**src/rtl/ifetch_queue.sv**
```systemverilog
// Instruction fetch stage: credit-limited request issue, in-order response
// collection into a prefetch FIFO, redirect flush and last-PC fetch stop.
module ifetch_queue #(
  parameter int unsigned DEPTH    = 4,
  parameter logic [31:0] RESET_PC = 32'h0000_0000
) (
  input  logic        clk,
  input  logic        rst,
  input  logic [31:0] last_pc,
  input  logic        redirect_valid,
  input  logic [31:0] redirect_pc,
  output logic        mem_req,
  output logic [31:0] mem_addr,
  input  logic        mem_gnt,
  input  logic        mem_rvalid,
  input  logic [31:0] mem_rdata,
  output logic        instr_valid,
  output logic [31:0] instr_data,
  output logic [31:0] instr_pc,
  input  logic        instr_ready,
  output logic        fetch_done
);

  localparam int unsigned AW = (DEPTH > 1) ? $clog2(DEPTH) : 1;
  localparam int unsigned CW = AW + 1;
  localparam int unsigned SW = CW + 1;

  typedef logic [CW-1:0] cnt_t;

  logic [31:0]   fetch_pc;
  logic          done_q;

  logic [31:0]   fifo_data [DEPTH];
  logic [31:0]   fifo_pc   [DEPTH];
  logic [AW-1:0] rd_ptr;
  logic [AW-1:0] wr_ptr;
  cnt_t          occupancy;

  logic [31:0]   pcq [DEPTH];
  logic [AW-1:0] pcq_rd;
  logic [AW-1:0] pcq_wr;

  cnt_t          outstanding;
  cnt_t          drop;

  logic [SW-1:0] credit_sum;
  logic          grant;
  logic          resp_keep;
  logic          pop;

  always_comb begin
    credit_sum = {1'b0, occupancy} + {1'b0, outstanding};
    mem_req    = !rst && !done_q && !redirect_valid && (credit_sum < SW'(DEPTH));
    grant      = mem_req && mem_gnt;
    // Responses owed to a flushed stream, or landing in the redirect cycle, are discarded.
    resp_keep  = mem_rvalid && (drop == '0) && !redirect_valid;
    pop        = instr_valid && instr_ready;
  end

  assign mem_addr    = fetch_pc;
  assign fetch_done  = done_q;
  assign instr_valid = (occupancy != '0);
  assign instr_data  = instr_valid ? fifo_data[rd_ptr] : '0;
  assign instr_pc    = instr_valid ? fifo_pc[rd_ptr]   : '0;

  always_ff @(posedge clk or posedge rst) begin
    if (rst) begin
      fetch_pc <= RESET_PC;
      done_q   <= 1'b0;
    end else if (redirect_valid) begin
      fetch_pc <= redirect_pc;
      done_q   <= 1'b0;
    end else if (grant) begin
      fetch_pc <= fetch_pc + 32'd1;
      if (fetch_pc == last_pc) done_q <= 1'b1;
    end
  end

  // Outstanding keeps counting every in-flight request; drop only shadows the stale ones.
  always_ff @(posedge clk or posedge rst) begin
    if (rst) begin
      outstanding <= '0;
      drop        <= '0;
    end else begin
      case ({grant, mem_rvalid})
        2'b10:   outstanding <= outstanding + cnt_t'(1);
        2'b01:   outstanding <= outstanding - cnt_t'(1);
        default: outstanding <= outstanding;
      endcase
      if (redirect_valid) begin
        drop <= outstanding - cnt_t'(mem_rvalid);
      end else if (mem_rvalid && (drop != '0)) begin
        drop <= drop - cnt_t'(1);
      end
    end
  end

  always_ff @(posedge clk or posedge rst) begin
    if (rst) begin
      rd_ptr    <= '0;
      wr_ptr    <= '0;
      occupancy <= '0;
      pcq_rd    <= '0;
      pcq_wr    <= '0;
    end else if (redirect_valid) begin
      rd_ptr    <= '0;
      wr_ptr    <= '0;
      occupancy <= '0;
      pcq_rd    <= '0;
      pcq_wr    <= '0;
    end else begin
      if (resp_keep) begin
        wr_ptr <= wr_ptr + AW'(1);
        pcq_rd <= pcq_rd + AW'(1);
      end
      if (pop)   rd_ptr <= rd_ptr + AW'(1);
      if (grant) pcq_wr <= pcq_wr + AW'(1);
      occupancy <= occupancy + cnt_t'(resp_keep) - cnt_t'(pop);
    end
  end

  always_ff @(posedge clk) begin
    if (!rst && !redirect_valid) begin
      if (resp_keep) begin
        fifo_data[wr_ptr] <= mem_rdata;
        fifo_pc[wr_ptr]   <= pcq[pcq_rd];
      end
      if (grant) pcq[pcq_wr] <= fetch_pc;
    end
  end

  always_ff @(posedge clk) begin
    if (!rst) assert (!(mem_rvalid && (outstanding == '0)));
  end

endmodule

```
**config.mk**
```make
export PLATFORM = sky130hd
export DESIGN_NAME = ifetch_queue
export DESIGN_NICKNAME = d
export VERILOG_FILES = /design/src/rtl/ifetch_queue.sv
export SDC_FILE = /design/constraint.sdc
export NUM_CORES = 1
export LEC_CHECK = 0
export BUFFER_PORTS_ARGS = -buffer_cell sky130_fd_sc_hd__buf_2
export CORE_MARGIN = 1.5
export CORE_UTILIZATION = 35
export DETAILED_ROUTE_END_ITERATION = 8
export SLEW_MARGIN = 20
export SYNTH_ARGS = -nofsm -noshare
export SYNTH_HDL_FRONTEND = slang
export SYNTH_SLANG_ARGS = --single-unit
```
**constraint.sdc**
```tcl
create_clock -name clk -period 4.76 [get_ports clk]
set_input_delay 0.952 -clock clk [delete_from_list [all_inputs] [get_ports clk]]
set_output_delay 0.952 -clock clk [all_outputs]
set_load 0.005 [all_outputs]
```
Yosys cells after proc, flatten, opt, wreduce, memory -nomap -nowiden

Memories as Yosys holds them, arrays and structs flattened.
Index checks and enable logic that the tools add are counted.

Register bits: 50
RAM bits: 384
Input bits: 102
Output and inout port bits: 99
Logic and storage cells: 75
Memories kept: 3

Memories:

| memory    | words | width | rd ports | clocked after memory_dff | wr ports | RTL line | source |
|---|---|---|---|---|---|---|---|
| fifo_data | 4     | 32    | 1        | 0                        | 1        | 33       | `logic [31:0] fifo_data [DEPTH];` |
| fifo_pc   | 4     | 32    | 1        | 0                        | 1        | 34       | `logic [31:0] fifo_pc [DEPTH];` |
| pcq       | 4     | 32    | 1        | 0                        | 1        | 39       | `logic [31:0] pcq [DEPTH];` |

$add $sub $neg: 12
$lt $le $gt $ge: 1
Eq/ne operators: 3
Multiplexer cells: 25
Reduce and logical (&&, ||, !) cells: 22

Operator list:

| cell                                                 | number |
|---|---|
| two-way mux 32 bit                                   | 4 |
| adder 32 x 1 -> 32 bit (second input constant)       | 1 |
| equality test 32 bit                                 | 1 |
| two-way mux 2 bit                                    | 8 |
| nonzero test 2 bit                                   | 6 |
| logical AND 1 bit                                    | 9 |
| two-way mux 1 bit                                    | 9 |
| two-way mux 3 bit                                    | 3 |
| adder 2 x 1 -> 2 bit (second input constant)         | 4 |
| one-hot mux 3 bit (2 select lines)                   | 1 |
| nonzero test 3 bit                                   | 2 |
| subtractor 3 x 1 -> 3 bit                            | 2 |
| subtractor 3 x 1 -> 3 bit (second input constant)    | 2 |
| adder 3 x 3 -> 4 bit                                 | 1 |
| < comparator 4 x 3 -> 1 bit (second input constant)  | 1 |
| adder 3 x 1 -> 3 bit                                 | 1 |
| adder 3 x 1 -> 3 bit (second input constant)         | 1 |
| zero test 1 bit                                      | 3 |
| zero test 3 bit                                      | 1 |
| equality test 2 x 1 -> 1 bit (second input constant) | 1 |
| equality test 2 bit (second input constant)          | 1 |
| AND reduction 2 bit                                  | 1 |

Depth between registers and ports, before layout

Depth in word-level cells: 8
Gate-level depth with buffers: 12
Mapped depth without buffers: 11

Least setup slack after synthesis

No wires, ideal clock.

Kind: in2reg
Start: in mem_rvalid
End: mem fifo_data[0][0] (enable)
Setup time: 0.429 ns
Data arrival time: 3.007 ns
Data required time: 4.331 ns
Path slack: 1.324 ns
Cell stages on the path: 4
Buffers on the path: 0
Path through: nand3b_1 -> nand2b_1 -> nor2_1 -> and2_1

Cells in the longest elaborated chain, start to end: 5

Ends and longest elaborated chain:

| what                                    | RTL line | source |
|---|---|---|
| start: declaration                      | 15       | `input logic mem_rvalid,` |
| logical AND 1 bit (2 in series)         | 56       | `resp_keep = mem_rvalid && (drop == '0) && !redirect_valid;` |
| two-way mux 1 bit                       | 124      | `if (resp_keep) begin` |
| two-way mux 1 bit                       | 123      | `if (!rst && !redirect_valid) begin` |
| two-way mux 1 bit (implied by the code) | 125      | `fifo_data[wr_ptr] <= mem_rdata;` |
| end: declaration                        | 33       |  |

No other way between the ends.

Worst setup path in the final report

Start: reg rd_ptr[0]
End: out instr_data[15]

Cells in the longest elaborated chain, start to end: 2

Ends and longest elaborated chain:

| what                     | RTL line | source |
|---|---|---|
| start: declaration       | 35       | `logic [AW-1:0] rd_ptr;` |
| start signal: assignment | 116      | `if (pop) rd_ptr <= rd_ptr + AW'(1);` |
| memory (4 x 32 bit)      | -        |  |
| two-way mux 32 bit       | 63       | `assign instr_data = instr_valid ? fifo_data[rd_ptr] : '0;` |
| end: declaration         | 18       | `output logic [31:0] instr_data,` |

No other way between the ends.

==> results.toml <==
[cells_and_area]
drive_above_1_share_pct = 32.5
finalNetCount = 1304
layout_common_cells = "384 x edfxtp_1, 200 x buf_2, 96 x mux4_2"
final_core_util_pct = 42.1
area_growth_pct = 18.8
antennaDiodeCount = 0
final_common_cell = "edfxtp_1"

[routing]
drtAntennaViolNets = 0
dr.pass1.iters = 5
drc = 0
drt-wirelength-per-cell_um = 21.3
drt_iter0_drc = 931
wirelength_um = 40400
vias = 9444
routed_via_density = 4.99

[floorplan]
core.rowCount = 82
dieArea_sq_um = 51900
die_h_um = 228
io_pins = 201
coreArea_sq_um = 50000
fp.dieW_um = 228
initial_utilization_pct = 35.4

[pwr]
cellPowerDensity_nw_per_um2 = 481
power_leakage_nw = 7.30
vdd_drop_max_mv = 0.270
finalPower_mw = 10.1

[clock_tree]
numCtsBuffers = 47
cts_hold_buf = 0
cts_setup_buffers = 0
cts-root-buf = "clkbuf_16"
cts_tree = "done"
cts_buffer_depth = 3
cts_num_sinks = 434
path_clk_slew_ns = 0.06
cts_max_level = 2
insertion_delay_ns = 0.59
cts_resized = 0

[synthesis]
yosys_warnings = 0
synthCells = 959
ys.flop_type = "edfxtp_1"
ys_ff_latch = 434
avgSynthCellArea_sq_um = 18.4
synth-seq-area-share_pct = 72.3
async_flop_share_pct = 11.5
synth_cell_type_count = 51
syn-num-nets = 1081
synth_area_sq_um = 17700
synth_edf_count = 384

[global_route]
grtUsageTotal_pct = 15.8
grt_max_degree = 65
grt_first_pass_wirelength_um = 62300
grt_pass1_vias = 9826
antenna_found_initial = 1
overflow = 0

[timing]
setup_viol = 0
fin_crit_ns = 3.79
hold_violations = 0
worst_pin_slew_ns = 0.917
fin_setup_tns_ns = 0
max_freq_mhz = 264
slew_violations = 0
rsz0062_at_grt = "no"
relSlewSlack_pct = 38.9
period_share_pct = 79.5
skew_ns = 0.0178

[critical_path]
startpoint_type = "register"
cp_max_fo = 37
worstSetupPathType = "register to output port"
required_ns = 3.81
worstPathArrival_ns = 2.83
endpoint_kind = "output port"

[job]
cap_violations = 0

[place]
hpwl_um = 25700
place.gp.congestion = 0.777
portBuffers = 200

[hold_path]
hp-class = "register to register"

[run_status]
status = "finished clean"
-- critical path: stages (launching register included) --
cell and delay, ns:
dfrtp_4 0.97, buf_4 0.42, mux4_2 0.55, and2_1 0.17, buf_2 0.12
-- through the flow --
step | area [sq um] | hold WS [ns] | worst slack [ns] | instances
after floorplan | 17700 | 0.467 | 1.32 | 959
after global placement | 19500 | 0.505 | 1.45 | 1804
after detailed placement | 19500 | 0.514 | 1.39 | 1804
after CTS | 21000 | 0.524 | 0.843 | 1891
after global routing | 21000 | 0.552 | 0.760 | 1892
final | 21000 | 0.509 | 0.975 | 1892
-- layer usage --
metal | track usage [%] | vias up | wire [um]
met2 | 25.4 | 340 | 19200
li1 | - | 4241 | -
met5 | 0 | - | 0
met3 | 2.91 | 57 | 2420
met1 | 22.0 | 4806 | 17900
met4 | 4.75 | 0 | 828
-- sequential cells by signal, indices dropped and copies added (netlist names) --
name / flops
drop: 3
mem_addr: 32
wr_ptr: 2
occupancy: 3
fifo_data: 128
pcq_wr: 2
fetch_done: 1
pcq: 128
rd_ptr: 2
pcq_rd: 2
outstanding: 3
fifo_pc: 128
-- path summary, 6_finish.rpt --
check,start,endpoint,slack (ns),cells past startpoint
worst max-delay path,rd_ptr[0],instr_data[15],0.97,4
worst min-delay path,outstanding[0],outstanding[0],0.51,1
worst max register to register,occupancy[1],occupancy[2],1.69,10
worst min register to register,outstanding[0],outstanding[0],0.51,1
max in group asynchronous,rst,rd_ptr[0],3.64,3
min in group asynchronous,rst,fetch_done,0.60,3
-- final cells by class --
class,count,area [sq um]
flip-flops and latches,434,12800
multi-input cells,462,4640
inverters,17,63.8
clock inverters,28,256
well taps,672,841
clock buffers,59,1220
fillers,4482,29000
repair buffers,220,1200
-- cell usage after synthesis, types with 3 or more instances --
master      n  area [sq um]
mux2i_1     6          60.1
nand4_1    14          87.6
xnor2_1    31           272
and3_1     10          62.6
edfxtp_1  384         11500
nor2_1     20          75.1
o21ai_1     3          15.0
mux4_2     96          2160
xor2_1     25           219
nand2_1    47           176
nor3_1      6          30.0
buf_1       5          18.8
nor4_1      8          50.1
o311ai_0    4          35.0
and4_1      7          61.3
o21ai_0    20           100
and2_1     80           500
ha_1       18           225
inv_1      16          60.1
nand3_1    16          80.1
o211ai_1    9          67.6
clkbuf_1   25          93.8
a211o_1     3          26.3
dfrtp_1    50          1250
buf_2      13          65.1
a21oi_1     5          25.0
or4_1       5          37.5
a21boi_0    3          22.5
-- power breakdown --
part           internal, mW  switching, mW  total, mW
sequential             4.39          0.300       4.69
combinational         0.998          0.933       1.93
clock                  2.00           1.48       3.47
-- cells by family (layout without fill, tap and decap cells) --
family                   after synthesis  after routing  synth area share, %
flip-flops                           434            434                 72.3
AO/OA/AOI/OAI                         61             61                 2.31
buffers and inverters                 63            324                 1.54
XOR/XNOR                              56             56                 2.77
multiplexers                         102            102                 12.6
AND/OR/NAND/NOR                      223            223                 7.05
adder cells (fa/ha/maj)               20             20                 1.50
(Power assumes the default switching activity.)
